**config.mk**
```make
export PLATFORM = sky130hd
export DESIGN_NAME = modulo_n_down_timer
export DESIGN_NICKNAME = d
export VERILOG_FILES = /design/src/rtl/modulo_n_down_timer.sv
export SDC_FILE = /design/constraint.sdc
export NUM_CORES = 1
export LEC_CHECK = 0
export ABC_CLOCK_PERIOD_IN_PS = 5690
export CORE_ASPECT_RATIO = 1.1
export CORE_MARGIN = 2
export CORE_UTILIZATION = 35
export CTS_BUF_LIST = sky130_fd_sc_hd__clkbuf_4 sky130_fd_sc_hd__clkbuf_8
export DETAILED_ROUTE_END_ITERATION = 8
export PLACE_DENSITY_LB_ADDON = 0.12
export SLEW_MARGIN = 20
export SYNTH_ARGS = -nofsm -noshare
export SYNTH_HDL_FRONTEND = slang
export SYNTH_SLANG_ARGS = --single-unit
```
**constraint.sdc**
```tcl
create_clock -name clk -period 5.69 [get_ports clk]
set_input_delay 1.138 -clock clk [delete_from_list [all_inputs] [get_ports clk]]
set_output_delay 1.138 -clock clk [all_outputs]
set_load 0.1 [all_outputs]
```
**src/rtl/modulo_n_down_timer.sv**
```systemverilog
// modulo_n_down_timer
//   Modulo-N down counter with a small IDLE/RUN/DONE controller. Counts
//   N-1 .. 0 on enabled cycles while running, then either reloads to N-1
//   (auto-reload) or parks in DONE (one-shot). A registered one-cycle tc
//   pulse marks every terminal count.
//
// Parameters
//   N      counter modulus, count range 0..N-1 (N >= 2)
//   WIDTH  counter width (WIDTH >= clog2(N))
//
// Ports
//   clk       rising-edge clock
//   rst       asynchronous active-low reset (IDLE, Q = N-1, tc = 0)
//   start     begin counting (IDLE) / restart from N-1 (DONE)
//   stop      abort and return to IDLE, Q held
//   en        count-enable tick, one decrement per enabled RUN cycle
//   load      load Q from load_val, clamped to N-1
//   load_val  value to load
//   reload    1 = auto-reload at terminal count, 0 = one-shot
//   Q         current count (registered)
//   busy      high while in RUN
//   done      high while in DONE
//   tc        registered terminal-count pulse
//   Input priority at every edge: stop > load > start > en.
module modulo_n_down_timer #(
  parameter int N     = 10,
  parameter int WIDTH = 4
) (
  input  logic             clk,
  input  logic             rst,
  input  logic             start,
  input  logic             stop,
  input  logic             en,
  input  logic             load,
  input  logic [WIDTH-1:0] load_val,
  input  logic             reload,
  output logic [WIDTH-1:0] Q,
  output logic             busy,
  output logic             done,
  output logic             tc
);

  typedef enum logic [1:0] {
    IDLE = 2'd0,
    RUN  = 2'd1,
    DONE = 2'd2
  } state_t;

  localparam logic [WIDTH-1:0] MAX_Q = WIDTH'(N - 1);

  state_t           state, state_nxt;
  logic [WIDTH-1:0] q_nxt;
  logic             tc_nxt;

  // Out-of-range load values saturate to the top of the count range.
  function automatic logic [WIDTH-1:0] clamp_load(input logic [WIDTH-1:0] v);
    return (v > MAX_Q) ? MAX_Q : v;
  endfunction

  always_ff @(posedge clk or negedge rst) begin
    if (!rst) begin
      state <= IDLE;
      Q     <= MAX_Q;
      tc    <= 1'b0;
    end else begin
      state <= state_nxt;
      Q     <= q_nxt;
      tc    <= tc_nxt;
    end
  end

  always_comb begin
    state_nxt = state;
    q_nxt     = Q;
    tc_nxt    = 1'b0;
    case (state)
      IDLE: begin
        if (stop) begin
          state_nxt = IDLE;
        end else if (load) begin
          q_nxt = clamp_load(load_val);
        end else if (start) begin
          state_nxt = RUN;
        end
      end
      RUN: begin
        // start is deliberately not decoded here: a running timer ignores it.
        if (stop) begin
          state_nxt = IDLE;
        end else if (load) begin
          q_nxt = clamp_load(load_val);
        end else if (en) begin
          if (Q != '0) begin
            q_nxt = Q - WIDTH'(1);
          end else begin
            tc_nxt = 1'b1;
            if (reload) begin
              q_nxt = MAX_Q;
            end else begin
              state_nxt = DONE;
            end
          end
        end
      end
      DONE: begin
        if (stop) begin
          state_nxt = IDLE;
        end else if (load) begin
          q_nxt     = clamp_load(load_val);
          state_nxt = IDLE;
        end else if (start) begin
          q_nxt     = MAX_Q;
          state_nxt = RUN;
        end
      end
      default: begin
        state_nxt = IDLE;
      end
    endcase
  end

  assign busy = (state == RUN);
  assign done = (state == DONE);

endmodule

```
Word-level counts from Yosys, hierarchy flattened --
Cells that the tools add are included.
Word-level totals: register bits 7, input port bits 11, output and inout port bits 7, logic and storage cells 52
Cells by class: $add $sub $neg 1, $lt $le $gt $ge 1, equal/unequal tests 14, multiplexer cells 28, reduce and logical (&&, ||, !) cells 5
Operators by type and width (number):
- $mux W4 | 11
- $ne A3 B3 Y1 const B | 7
- $mux W2 | 10
- $pmux W4 S3 | 1
- $ne A2 B2 Y1 const B | 4
- $reduce_and A8 Y1 | 1
- $pmux W2 S3 | 1
- $mux W1 | 5
- $reduce_and A5 Y1 | 1
- $gt A4 B4 Y1 const B | 1
- $ne A4 B3 Y1 const B | 1
- $reduce_bool A4 Y1 | 1
- $sub A4 B1 Y4 const B | 1
- $reduce_bool A3 Y1 | 1
- $eq A2 B1 Y1 const B | 1
- $eq A2 B2 Y1 const B | 1
- $logic_not A2 Y1 | 1

Depth between registers and ports, before layout --
depth in word-level cells 6, mapped depth 7, depth with buffers taken out 6

Least setup slack after synthesis --
OpenSTA, ideal clock, no wires.
path kind register to register, start point register Q[1], end point register Q[2], library setup time 0.127 ns, arrival time 2.370 ns, data required time 5.563 ns, setup slack 3.193 ns, cell stages (with the launch flop) 7, path buffers 0, period minus slack after synthesis 2.497 ns, path through dfrtp_1 -> inv_1 -> ha_1 -> nor4b_2 -> nand2b_4 -> a311oi_4 -> mux2_4
On the way: cells in the longest elaborated chain, start to end 6, elaborated cells between the ends (all ways) 9, those cells by class add/sub (1); eq/ne (1); mux (5); reduce/logical (2)
Ends and longest elaborated chain:
- from (decl) | RTL line 37 | output logic [WIDTH-1:0] Q,
- from (signal assigned) | RTL line 67 | Q <= q_nxt;
- $sub A4 B1 Y4 / $reduce_bool A4 Y1 (equally long branches) | RTL line 94, 93
- $mux W4 | RTL line 93 | if (Q != '0) begin
- $mux W4 | RTL line 92 | end else if (en) begin
- $mux W4 | RTL line 90 | end else if (load) begin
- $mux W4 | RTL line 88 | if (stop) begin
- $pmux W4 S3 | RTL line 76 | case (state)
Parallel ways exist; a longest one is shown, timed or not. The select of a mux whose other input is x is not followed. A chain may end at the register's enable or synchronous reset.

Worst setup path in the final report --
start point register state[1], end point output busy
On the way: cells in the longest elaborated chain, start to end 1
Ends and longest elaborated chain:
- from (decl) | RTL line 51 | state_t state, state_nxt;
- from (signal assigned) | RTL line 66 | state <= state_nxt;
- $eq A2 B1 Y1 | RTL line 122 | assign busy = (state == RUN);
- to (decl) | RTL line 38 | output logic busy,
Every way passes these cells.

==> impl_results.rst <==
.. list-table::
   :header-rows: 1

   * - Metric
     - Value
   * - TritonCTS Sinks
     - 7
   * - Critical path class
     - reg -> out
   * - Area of the core
     - between 1500 and 2000 um2
   * - Actual transition at the worst max-transition pin
     - 0.965 ns
   * - Slew margin rel.
     - 0.354
   * - Max Clock Freq
     - 288 MHz
   * - Skew-Pair Late Insertion Delay
     - 0.26 ns
   * - Global-route wire length before repair
     - between 2 and 2.5 mm
   * - RSZ-0062 raised after global routing
     - false
   * - Fill cell total of the finished layout
     - around 180
   * - Antenna Violating Nets Remaining
     - 0
   * - CTS Hold Bufs
     - 0
   * - Area of the mapped netlist
     - 638 um2
   * - Multi-input gate area in the final layout
     - 424 um2
   * - Total negative slack
     - 0 ns
   * - Buffers from clock root to sink, at most
     - 2
   * - Beginning of the critical path
     - state[1]$_DFFE_PN0P_
   * - Number of instances resized during post-cts repair
     - 0
   * - Setup Skew
     - roughly 0.0014 ns
   * - Arrival time at the worst endpoint
     - 2.34 ns
   * - Root buf cell
     - clkbuf_4
   * - DP HPWL
     - 1.13 mm
   * - Number of global-route vias before repair
     - 512
   * - IO Count
     - 18
   * - Slowest Stage Delay on Critical Path
     - 1.21 ns
   * - Max-slew violation count
     - 0
   * - Critical-path top delay cell
     - clkdlybuf4s50_1
   * - Via-to-Cell Ratio
     - 5.45
   * - CTS tree
     - yes
   * - WL/cell
     - 13.4 um
   * - Total Wirelength
     - 1.39 mm
   * - Vias
     - approximately 570
   * - Die Span X
     - 44.7 um
   * - Count of warnings emitted by yosys
     - 0
   * - Largest fanout of any net on the critical path
     - 10
   * - Post-route minimum period
     - about 3.5 ns
   * - Sequential element share of the synthesized area
     - 0.278
   * - Power density cells
     - 524 nW/um2
   * - Net count after synthesis
     - 83
   * - HP Class
     - reg -> reg
   * - Synth cell types
     - 35
   * - Total power after layout
     - 446 uW
   * - Share of the clock period used by the worst path after layout
     - 0.611
   * - Largest net degree at the start of global routing
     - 11
   * - DRC viols
     - 0
   * - Number of max-cap violations
     - 0
   * - Iteration-0 DRC Markers
     - 11
   * - Start of the worst register-to-register path
     - Q[0]$_DFFE_PN1P_
   * - Die height
     - approximately 49 um
   * - Startpoint type of the worst setup path
     - flop
   * - Non-filler cells in the finished layout
     - roughly 100
   * - Number of antenna violations at the first check in global routing
     - 0
   * - Maximum vdd ir drop
     - 0.000284 V
   * - Number of standard cells after synthesis
     - 67
   * - Storage cell area
     - 178 um2
   * - Number of buffers created by CTS
     - 3
   * - Min-Delay Startpoint
     - Q[0]$_DFFE_PN1P_
   * - Final design instance area without fill
     - 851 um2
   * - Synth Register Bits
     - 7
   * - Number of antenna repair diodes
     - 0
   * - Placed instance area
     - 821 um2
   * - Final number of setup-violating endpoints
     - 0
   * - Area Growth Syn to Fin
     - 33.3%
   * - Outcome
     - finished, final reports clean
   * - Ratio of cells with drive above 1 in the final layout
     - 0.174
   * - Element type at the critical path end
     - primary output
   * - Grt ovf
     - 0
   * - Number of nets in the layout
     - 103
   * - Critical Path, Cell by Cell
     - inv_1 -> ha_1 -> clkdlybuf4s50_1
   * - Instance count after placement with tap cells included
     - 100
   * - Overall Global Routing Usage
     - 0.140
   * - Pre-Repair DR Iteration Count
     - 4
   * - Count of port buffers added during placement
     - 17
   * - Static Leakage
     - 0.358 nW
   * - Post-CTS Setup Inserts
     - 0
   * - Fin util
     - 0.489
   * - Hold Violations, Final
     - 0
   * - Number of rows created at floorplan
     - 16
   * - Total die area
     - 2180 um2
   * - Initial cell density of the core
     - 0.366
   * - RD Place Congestion
     - 0.788
   * - Mean instance size in the synthesized netlist
     - 9.52 um2
   * - H-tree lvl count
     - 1
   * - Required time of the worst setup path
     - 4.55 ns
   * - Clock Pin Slew Worst Setup and Hold Paths
     - 0.05 ns
-- cell usage after synthesis --
master / instances / area share
mux2i_1: 2 / 0.031
a211o_2: 1 / 0.016
nor2_1: 7 / 0.041
buf_2: 2 / 0.016
dfstp_2: 2 / 0.082
nand2b_1: 2 / 0.020
nand2b_4: 1 / 0.022
nand2_1: 2 / 0.012
nor3_1: 2 / 0.016
o21ai_1: 1 / 0.0078
o21ai_0: 3 / 0.024
mux2_4: 1 / 0.024
a32o_1: 1 / 0.016
inv_1: 7 / 0.041
and4b_1: 1 / 0.016
nor3b_1: 1 / 0.012
a22o_1: 1 / 0.014
o21a_1: 1 / 0.012
a221oi_2: 1 / 0.024
o22ai_1: 1 / 0.0098
a21oi_1: 3 / 0.024
dfrtp_1: 5 / 0.20
a311o_2: 1 / 0.018
a311oi_4: 1 / 0.041
nor4b_2: 1 / 0.024
xor2_1: 1 / 0.014
a31o_2: 1 / 0.014
nor4b_1: 1 / 0.014
nor3b_2: 1 / 0.020
ha_1: 5 / 0.098
and2b_1: 1 / 0.012
o2bb2ai_1: 1 / 0.014
a221o_1: 1 / 0.016
a311o_1: 1 / 0.016
nor2b_1: 3 / 0.029
-- where the power goes --
part | internal, mW | switching, mW
Combinational | 0.0999 | 0.198
Sequential | 0.0721 | 0.0243
Clock | 0.0316 | 0.0202
Total | 0.204 | 0.242
-- registers in the layout, indices dropped and copies added, names as in the netlist --
| register | flops |
|---|---|
| Q | 4 |
| state | 2 |
| tc | 1 |
-- cell usage in the layout, fill, tap and decap left out, types with 2 or more instances in the layout --
master / n
ha_1: 5
nor3_1: 2
nand2b_1: 2
dfstp_2: 2
mux2i_1: 2
nor2b_1: 3
clkdlybuf4s50_1: 17
clkbuf_4: 4
nor2_1: 7
o21ai_0: 3
dfrtp_1: 5
inv_1: 7
nand2_1: 2
a21oi_1: 3
-- cell type report --
type / count / share of cell area
clock buffer: 4 / 0.0353
inverter: 7 / 0.0309
multi-input combinational: 51 / 0.499
sequential: 7 / 0.209
tap: 18 / 0.0265
timing repair buffer: 17 / 0.200
-- worst max-delay path: cells and delay by family, from the launching register on --
kind / cells / cell delay (ns)
buf+inv: 2 / 1.30
fa+ha+maj: 1 / 0.38
flops: 1 / 0.41
-- routing by layer --
metal  routed length, um  track usage  vias up
met5                   0            0        -
li1                    -            -      291
met1                 579        0.152      254
met4                  24       0.0606        0
met2                 685        0.222       18
met3                 103       0.0704        4
-- final timing paths --
kind	to	slack, ns	depth (start not counted)
max	busy	2.22	3
min	Q[0]$_DFFE_PN1P_	0.52	2
max reg2reg	Q[2]$_DFFE_PN0P_	3.61	6
min reg2reg	Q[0]$_DFFE_PN1P_	0.52	2
max in group asynchronous	Q[0]$_DFFE_PN1P_	4.26	1
min in group asynchronous	tc$_DFF_PN0_	1.14	1
-- kinds of logic (layout without fill, tap and decap cells) --
logic type,count (synthesis),in the layout,share of synthesized area
and+or+nand+nor,23,23,0.235
AOI/OAI and AO/OA,19,19,0.263
buffers and inverters,9,28,0.0569
DFF,7,7,0.278
adders and majority gates,5,5,0.0980
muxes,3,3,0.0549
xor gates and xnor gates,1,1,0.0137
-- through the flow --
stage | hold slack, ns | setup WS (ns)
2_1_floorplan | 0.516 | 3.19
3_3_place_gp | 0.518 | 2.51
3_5_place_dp | 0.519 | 2.48
4_1_cts | 0.526 | 2.19
5_1_grt | 0.554 | 2.10
6_report | 0.520 | 2.22
Power figures use the tool's default switching activity.
